**src/rtl/led7seg_scan_driver.sv**
```systemverilog
// Multiplexed N-digit 7-segment scan driver with tear-free double buffering.
// Optional decimal points when LED7SEG_SCAN_DP_EN is defined.
module led7seg_scan_driver #(
  parameter int N_DIGITS       = 4,
  parameter int CLK_DIV        = 50000,
  parameter bit SEG_ACTIVE_LOW = 1'b1,
  parameter bit AN_ACTIVE_LOW  = 1'b1
) (
  input  logic                    clk,
  input  logic                    rst_n,
  input  logic [4*N_DIGITS-1:0]   data_in,
  input  logic                    load,
  input  logic [N_DIGITS-1:0]     blank_mask,
  input  logic                    lzb_en,
`ifdef LED7SEG_SCAN_DP_EN
  input  logic [N_DIGITS-1:0]     dp_in,
  output logic                    dp,
`endif
  output logic [6:0]              seg,
  output logic [N_DIGITS-1:0]     an,
  output logic                    upd_pend,
  output logic                    frame_done
);

  localparam int CW = (CLK_DIV > 1) ? $clog2(CLK_DIV) : 1;
  localparam int IW = (N_DIGITS > 1) ? $clog2(N_DIGITS) : 1;
  localparam logic [6:0] SEG_OFF = SEG_ACTIVE_LOW ? 7'h7F : 7'h00;
  localparam logic [N_DIGITS-1:0] AN_OFF =
    AN_ACTIVE_LOW ? {N_DIGITS{1'b1}} : {N_DIGITS{1'b0}};

  logic [CW-1:0]           cnt;
  logic [IW-1:0]           idx;
  logic [4*N_DIGITS-1:0]   pend_data;
  logic [4*N_DIGITS-1:0]   shad_data;
  logic [N_DIGITS-1:0]     pend_blank;
  logic [N_DIGITS-1:0]     shad_blank;

  logic                    tick;
  logic                    pre_tick;
  logic                    last;
  logic                    wrap;
  logic [3:0]              cur_nib;
  logic                    cur_blank;
  logic                    cur_lz;
  logic                    dark;
  logic [N_DIGITS-1:0]     lz;
  logic [N_DIGITS-1:0]     an_hot;
  logic [6:0]              seg_hi;
  logic [6:0]              seg_pin;

  function automatic logic [6:0] hex7(input logic [3:0] v);
    logic [6:0] r;
    unique case (v)
      4'h0: r = 7'h3F;
      4'h1: r = 7'h06;
      4'h2: r = 7'h5B;
      4'h3: r = 7'h4F;
      4'h4: r = 7'h66;
      4'h5: r = 7'h6D;
      4'h6: r = 7'h7D;
      4'h7: r = 7'h07;
      4'h8: r = 7'h7F;
      4'h9: r = 7'h6F;
      4'hA: r = 7'h77;
      4'hB: r = 7'h7C;
      4'hC: r = 7'h39;
      4'hD: r = 7'h5E;
      4'hE: r = 7'h79;
      default: r = 7'h71;
    endcase
    return r;
  endfunction

  assign tick     = (cnt == CW'(CLK_DIV - 1));
  assign pre_tick = (cnt == CW'(CLK_DIV - 2));
  assign last     = (idx == IW'(N_DIGITS - 1));
  assign wrap     = tick & last;

  // A digit is a leading zero when it and every digit above it are zero.
  always_comb begin
    logic run;
    lz  = '0;
    run = 1'b1;
    for (int k = N_DIGITS - 1; k >= 0; k--) begin
      run   = run & (shad_data[4*k +: 4] == 4'h0);
      lz[k] = run;
    end
    lz[0] = 1'b0;
  end

  always_comb begin
    cur_nib   = '0;
    cur_blank = 1'b0;
    cur_lz    = 1'b0;
    an_hot    = '0;
    for (int k = 0; k < N_DIGITS; k++) begin
      if (idx == IW'(k)) begin
        cur_nib   = shad_data[4*k +: 4];
        cur_blank = shad_blank[k];
        cur_lz    = lz[k];
        an_hot[k] = 1'b1;
      end
    end
  end

  assign dark    = cur_blank | (lzb_en & cur_lz);
  assign seg_hi  = dark ? 7'h00 : hex7(cur_nib);
  assign seg_pin = SEG_ACTIVE_LOW ? ~seg_hi : seg_hi;

  always_ff @(posedge clk or negedge rst_n) begin
    if (!rst_n) begin
      cnt        <= '0;
      idx        <= '0;
      frame_done <= 1'b0;
    end else begin
      cnt        <= tick ? '0 : cnt + CW'(1);
      frame_done <= pre_tick & last;
      if (tick)
        idx <= last ? '0 : idx + IW'(1);
    end
  end

  // A load coinciding with the boundary bypasses pending entirely.
  always_ff @(posedge clk or negedge rst_n) begin
    if (!rst_n) begin
      pend_data  <= '0;
      pend_blank <= '0;
      shad_data  <= '0;
      shad_blank <= '0;
      upd_pend   <= 1'b0;
    end else begin
      if (load) begin
        pend_data  <= data_in;
        pend_blank <= blank_mask;
      end
      if (wrap) begin
        upd_pend <= 1'b0;
        if (load) begin
          shad_data  <= data_in;
          shad_blank <= blank_mask;
        end else if (upd_pend) begin
          shad_data  <= pend_data;
          shad_blank <= pend_blank;
        end
      end else if (load) begin
        upd_pend <= 1'b1;
      end
    end
  end

  // Anodes go dark for the tick cycle so the old segments never ghost.
  always_ff @(posedge clk or negedge rst_n) begin
    if (!rst_n) begin
      seg <= SEG_OFF;
      an  <= AN_OFF;
    end else if (tick) begin
      seg <= SEG_OFF;
      an  <= AN_OFF;
    end else begin
      seg <= seg_pin;
      an  <= AN_ACTIVE_LOW ? ~an_hot : an_hot;
    end
  end

`ifdef LED7SEG_SCAN_DP_EN
  logic [N_DIGITS-1:0] pend_dp;
  logic [N_DIGITS-1:0] shad_dp;
  logic                cur_dp;

  always_comb begin
    cur_dp = 1'b0;
    for (int k = 0; k < N_DIGITS; k++)
      if (idx == IW'(k))
        cur_dp = shad_dp[k];
  end

  always_ff @(posedge clk or negedge rst_n) begin
    if (!rst_n) begin
      pend_dp <= '0;
      shad_dp <= '0;
      dp      <= SEG_ACTIVE_LOW;
    end else begin
      if (load)
        pend_dp <= dp_in;
      if (wrap) begin
        if (load)
          shad_dp <= dp_in;
        else if (upd_pend)
          shad_dp <= pend_dp;
      end
      if (tick)
        dp <= SEG_ACTIVE_LOW;
      else
        dp <= (cur_dp & ~dark) ^ SEG_ACTIVE_LOW;
    end
  end
`endif

endmodule

```
**config.mk**
```make
export PLATFORM = sky130hd
export DESIGN_NAME = led7seg_scan_driver
export DESIGN_NICKNAME = d
export VERILOG_FILES = /design/src/rtl/led7seg_scan_driver.sv
export SDC_FILE = /design/constraint.sdc
export NUM_CORES = 1
export LEC_CHECK = 0
export CAP_MARGIN = 20
export CORE_MARGIN = 4
export CORE_UTILIZATION = 40
export CTS_CLUSTER_SIZE = 40
export DETAILED_ROUTE_END_ITERATION = 6
export PLACE_DENSITY = 0.69
export SKIP_CTS_REPAIR_TIMING = 1
export SLEW_MARGIN = 0
export SYNTH_ARGS = -nofsm -noshare
export SYNTH_HDL_FRONTEND = slang
export SYNTH_SLANG_ARGS = --single-unit
```
**constraint.sdc**
```tcl
create_clock -name clk -period 2.6 [get_ports clk]
set_input_delay 0.39 -clock clk [delete_from_list [all_inputs] [get_ports clk]]
set_output_delay 0.39 -clock clk [all_outputs]
set_load 0.01 [all_outputs]
```
==> impl_metrics.py, run 1 <==
metrics = {
    "worst_hold_path": {
        "min_path_type": "input pin to async pin",
    },
    "power_and_ir_drop": {
        "power.share.sequential": 0.526,
        "p_sw_frac": 0.2347,
        "max-vdd-ir-drop_mv": 0.2566,
        "p_sw_w": 0.0005270,
        "power_density_nw_per_um2": 557.8,
        "power.share.clock": 0.388,
        "pwr-share-comb": 0.085,
        "power.internal_w": 0.001718,
        "power_leakage_nw": 1.856,
    },
    "placed_design": {
        "port_buffers": 36,
        "post-dp-hpwl_mm": 4.334,
        "place.gp.congestion": 0.8471,
    },
    "floorplanning": {
        "dieArea_sq_um": 9800,
        "design.core.area_sq_um": 7888,
        "die_x_um": 99.00,
        "io_pins": 37,
        "std_cell_rows": 32,
        "start_util": 0.4199,
        "die_h_um": 99.00,
    },
    "synthesis": {
        "ys_async_sr_fraction": 1.000,
        "netlist_area_sq_um": 3312,
        "synth_edf_count": 0,
        "avgSynthCellArea_sq_um": 12.69,
        "ys.warnings.count": 0,
        "synthCells": 261,
        "netlist-cell-type-count": 48,
        "syn_nets": 297,
        "ys_seq_area_frac": 0.5406,
        "ys_ff_latch": 71,
        "synthFlopType": "dfrtp_1",
    },
    "global_route": {
        "grt_pass1_wl_mm": 10.49,
        "antenna_found_initial": 0,
        "grt_overflow": 0,
        "grt.total_usage": 0.1345,
        "grt_pass1_vias": 2201,
        "grt_max_degree": 44,
    },
    "setup_path": {
        "critPathArrivalTime_ns": 2.74,
        "max_stage_delay_ns": 0.71,
        "crit_buf_inv": 0,
        "crit_family": "simple AND/OR/NAND/NOR gates",
        "critPathLaunchType": "register",
        "worstSetupEndpointType": "register",
        "cp_max_fo": 10,
        "cp_slowest_cell": "or4b_2",
        "critPathKind": "register to register",
        "worstPathRequired_ns": 2.83,
        "crit_chain": "or4b_2, nor4_4, nand2_2, or3_4, mux2_4",
    },
    "detailed_routing": {
        "wl_per_cell_um": 14.97,
        "dr.pass1.iters": 4,
        "drc": 0,
        "vias": 2093,
        "postRouteWirelength_mm": 6.212,
        "first_iter_violations": 51,
        "final_antenna_net_count": 0,
        "vias_per_cell": 5.043,
    },
    "clock_network": {
        "clk_latency_ns": 0.34,
        "root_buffer": "clkbuf_8",
        "clkTransAtPathRegs_ns": 0.08,
        "htree_levels": 3,
        "cts-buffers-inserted": 9,
        "cts_tree": "yes",
        "clock-sinks": 71,
        "clockBufferDepth": 2,
    },
    "finish": {
        "antenna_cells": 0,
        "syn_to_final_growth_pct": 21.53,
        "fillers": 669,
        "final_nets": 344,
        "final_cell_mix": "dfrtp_1, clkdlybuf4s50_1, mux2_4",
        "final_common_cell": "dfrtp_1",
        "drive_above_1_share": 0.2109,
        "post-route-util": 0.5103,
    },
    "flow_run": {
        "max-cap-violations": 0,
    },
    "timing": {
        "fmax_mhz": 398.6,
        "worst_slew_pin_slew_ns": 0.6287,
        "finalHoldViolCount": 0,
        "final.min_clock_period_ns": 2.509,
        "slew_violations": 0,
        "fin_crit_sh": 0.9648,
        "clock_skew_ns": 0.01133,
        "setup_viol": 0,
        "slew_headroom": 0.5809,
        "rsz0062_at_grt": "false",
        "tns_ns": 0,
    },
    "run_status": {
        "status": "finished, final reports clean",
    },
}
[path summary, 6_finish.rpt]
kind                                     from       endpoint  slack (ns)  depth (start not counted)
worst min-delay path                    rst_n   pend_data[2]        0.05                          1
max in group asynchronous               rst_n          an[3]        1.85                          2
worst max register to register        cnt[10]  shad_data[12]        0.09                          5
worst min register to register  pend_data[14]  pend_data[14]        0.48                          1
min in group clk                pend_data[14]  pend_data[14]        0.48                          1
worst max-delay path                  cnt[10]  shad_data[12]        0.09                          5
[power by group through the flow]
| stage | Sequential [W] | Combinational [W] | Clock, W |
|---|---|---|---|
| 6_report | 0.00118 | 0.000192 | 0.000872 |
| 5_1_grt | 0.00119 | 0.000214 | 0.000947 |
| 4_1_cts | 0.00118 | 0.000197 | 0.000894 |
| 3_5_place_dp | 0.00120 | 0.000196 | 0 |
| 3_3_place_gp | 0.00120 | 0.000193 | 0 |
| 2_1_floorplan | 0.00120 | 0.0000889 | 0 |
[synthesized netlist by cell type, drive strengths merged, types with 5 or more instances]
library cell,count,area (sq um)
dfrtp,60,1501
mux2,41,536.8
nor2,19,71.32
nand2,15,56.30
ha,12,150.1
dfstp,11,289.0
nand3,10,50.05
xor2,9,78.83
inv,8,30.03
a21oi,6,30.03
clkbuf,6,22.52
o21ai,5,25.02
[through the flow]
stage | std cells | setup slack, ns | total power (W) | instance area (sq um) | hold WS, ns
floorplan | 261 | 0.2645 | 0.001292 | 3312 | 0.09441
global placement | 398 | 0.1523 | 0.001394 | 3815 | 0.4455
finish | 415 | 0.09143 | 0.002245 | 4025 | 0.04691
global route | 415 | 0.004158 | 0.002348 | 4025 | 0.08929
CTS | 414 | 0.08387 | 0.002273 | 4011 | 0.06611
detailed placement | 398 | 0.1130 | 0.001399 | 3815 | 0.4564
[routing by layer]
layer / share of wire / global-route usage
met2: 0.48 / 0.2113
met4: 0.011 / 0.04937
met5: 0 / 0
met1: 0.47 / 0.1745
met3: 0.042 / 0.04246
[logic make-up after synthesis]
logic type	after synthesis	synth area share
simple gates	73	0.1209
flops	71	0.5406
mux	42	0.1651
compound gates	34	0.07103
buf+inv	16	0.02267
xor+xnor	13	0.03438
fa+ha+maj	12	0.04533
[cell type report]
type | instances | area (sq um) | share of cell area
flip-flops and latches | 71 | 1790 | 0.4448
multi-input cells | 175 | 1460 | 0.3628
repair buffers | 43 | 420.4 | 0.1044
clock buffers | 10 | 127.6 | 0.03171
well taps | 102 | 127.6 | 0.03171
clock inverters | 6 | 68.82 | 0.01710
inverters | 8 | 30.03 | 0.007460
[state kept, by name, indices dropped and copies added (netlist names)]
name,flops
cnt,16
pend_data,16
shad_data,16
seg,7
an,4
pend_blank,4
shad_blank,4
idx,2
frame_done,1
upd_pend,1
[worst register-to-register path, delay by kind of cell (launching register included)]
family        cells  cell delay, ns
mux               1            0.34
simple gates      4            1.65
flops             1            0.41
No activity file was read; power rests on OpenSTA's default activity.
==> inputs of run 2 (changes only) <==
MAX_ROUTING_LAYER = met4   (was not set)
==> impl_metrics.py, run 2 (synthesis results as in run 1) <==
metrics = {
    "run_status": {
        "status": "finished, final reports clean",
    },
    "finish": {
        "drive_above_1_share": 0.2115,
        "final_cell_mix": "dfrtp_1, clkdlybuf4s50_1, mux2_4",
        "syn_to_final_growth_pct": 22.97,
        "design_area_sq_um": 4073,
        "final_nets": 343,
        "final_common_cell": "dfrtp_1",
        "fillers": 690,
        "multi_input_area_sq_um": 1449,
        "seq_area_sq_um": 1790,
        "reg_top3": "cnt: 16 flops, pend_data: 16 flops, shad_data: 16 flops",
        "antenna_cells": 0,
        "post-route-util": 0.5163,
    },
    "timing": {
        "worst_slack_ns": 0.1562,
        "slew_violations": 0,
        "clock_skew_ns": 0.009678,
        "rsz0062_at_grt": "false",
        "finalHoldViolCount": 0,
        "worst_slew_pin_slew_ns": 0.6134,
        "slew_headroom": 0.5879,
        "tns_ns": 0,
        "setup_viol": 0,
        "fmax_mhz": 409.2,
        "fin_crit_sh": 0.9399,
        "final.min_clock_period_ns": 2.444,
    },
    "setup_path": {
        "reg2reg_from": "cnt[10]",
        "critPathLaunchType": "register",
        "cp_max_fo": 20,
        "cp_slowest_cell": "or4b_2",
        "critPathArrivalTime_ns": 2.67,
        "worstPathRequired_ns": 2.82,
        "crit_family": "simple AND/OR/NAND/NOR gates",
        "crit_chain": "or4b_2, nor4_4, nand2_1, or3_4, mux2_4",
        "critical_path.startpoint": "cnt[10]",
        "r2r_end": "shad_data[14]",
        "worstSetupEndpointType": "register",
        "critPathKind": "register to register",
        "rrSetupSlack_ns": 0.16,
        "max_stage_delay_ns": 0.71,
        "reg2reg_depth": 5,
        "crit_buf_inv": 0,
    },
    "floorplanning": {
        "start_util": 0.4199,
        "std_cell_rows": 32,
        "die_h_um": 99.00,
        "design.core.area_sq_um": 7888,
        "io_pins": 37,
        "die_x_um": 99.00,
        "dieArea_sq_um": 9800,
    },
    "clock_network": {
        "clockBufferDepth": 2,
        "clock-sinks": 71,
        "cts_tree": "yes",
        "cts-buffers-inserted": 9,
        "htree_levels": 3,
        "clk_latency_ns": 0.34,
        "root_buffer": "clkbuf_8",
        "clkTransAtPathRegs_ns": 0.07,
    },
    "detailed_routing": {
        "first_iter_violations": 44,
        "drc": 0,
        "vias": 2099,
        "dr.pass1.iters": 4,
        "postRouteWirelength_mm": 6.024,
        "vias_per_cell": 5.070,
        "final_antenna_net_count": 0,
        "wl_per_cell_um": 14.55,
    },
    "power_and_ir_drop": {
        "max-vdd-ir-drop_mv": 0.3954,
        "total_power_w": 0.002464,
        "power_leakage_nw": 1.888,
        "power_density_nw_per_um2": 605.0,
    },
    "placed_design": {
        "postPlaceCellArea_sq_um": 3815,
        "post-dp-hpwl_mm": 4.429,
        "port_buffers": 36,
        "place.gp.congestion": 0.8642,
        "dp_slack_ns": 0.1102,
    },
    "global_route": {
        "grt_overflow": 0,
        "grt.total_usage": 0.1374,
        "grt_max_degree": 46,
        "grt_pass1_wl_mm": 10.49,
        "grt_pass1_vias": 2251,
        "antenna_found_initial": 0,
    },
    "worst_hold_path": {
        "min_path_type": "input pin to async pin",
    },
    "flow_run": {
        "max-cap-violations": 0,
    },
}
==> run 2: cell types whose count changed in the layout (fill, tap and decap cells not counted), sizes merged <==
cell / before / now
clkbuf: 10 / 11
bufinv: 1 / 3
clkinv: 3 / 2
clkinvlp: 1 / 0
inv: 9 / 8
or3: 3 / 2
==> run 2: stage by stage <==
| step | instances | hold slack, ns |
|---|---|---|
| 6_report | 414 | 0.04811 |
| 5_1_grt | 414 | 0.09236 |
| 4_1_cts | 414 | 0.06368 |
| 3_5_place_dp | 398 | 0.4361 |
| 3_3_place_gp | 398 | 0.4238 |
| 2_1_floorplan | 261 | 0.09441 |
==> run 2: layer usage <==
layer  up-vias  part of all wire  wire [um]  track usage
li1       1021                 -          -            -
met2        34              0.49       2979       0.2226
met4         0             0.010         61      0.04727
met5         -                 0          0            -
met3         6             0.034        207      0.03680
met1      1038              0.46       2775       0.1657
==> run 2: worst max path at each step <==
stage | endpoint | depth (start not counted)
final | shad_data[14] | 5
after global routing | shad_blank[1] | 5
after CTS | shad_blank[1] | 5
after detailed placement | shad_blank[1] | 5
after global placement | shad_data[12] | 5
after floorplan | seg[3] | 11
==> run 2: report_power, final <==
group	internal, W	switching [W]	leakage [nW]
Combinational	0.000107	0.0000853	0.880
Clock	0.000690	0.000401	0.130
Sequential	0.00116	0.0000174	0.878
==> run 2: final cells by class <==
cell class,count,share of cell area
multi-input cells,174,0.3558
clock buffers,11,0.03717
inverters,8,0.007373
repair buffers,43,0.1032
flip-flops and latches,71,0.4396
clock inverters,5,0.02550
well taps,102,0.03134
==> inputs of run 3 (changes only) <==
CTS_CLUSTER_SIZE = not set   (was 40)
==> results of run 3 <==
Final layout, timing and power as in run 2 (identical DEF).
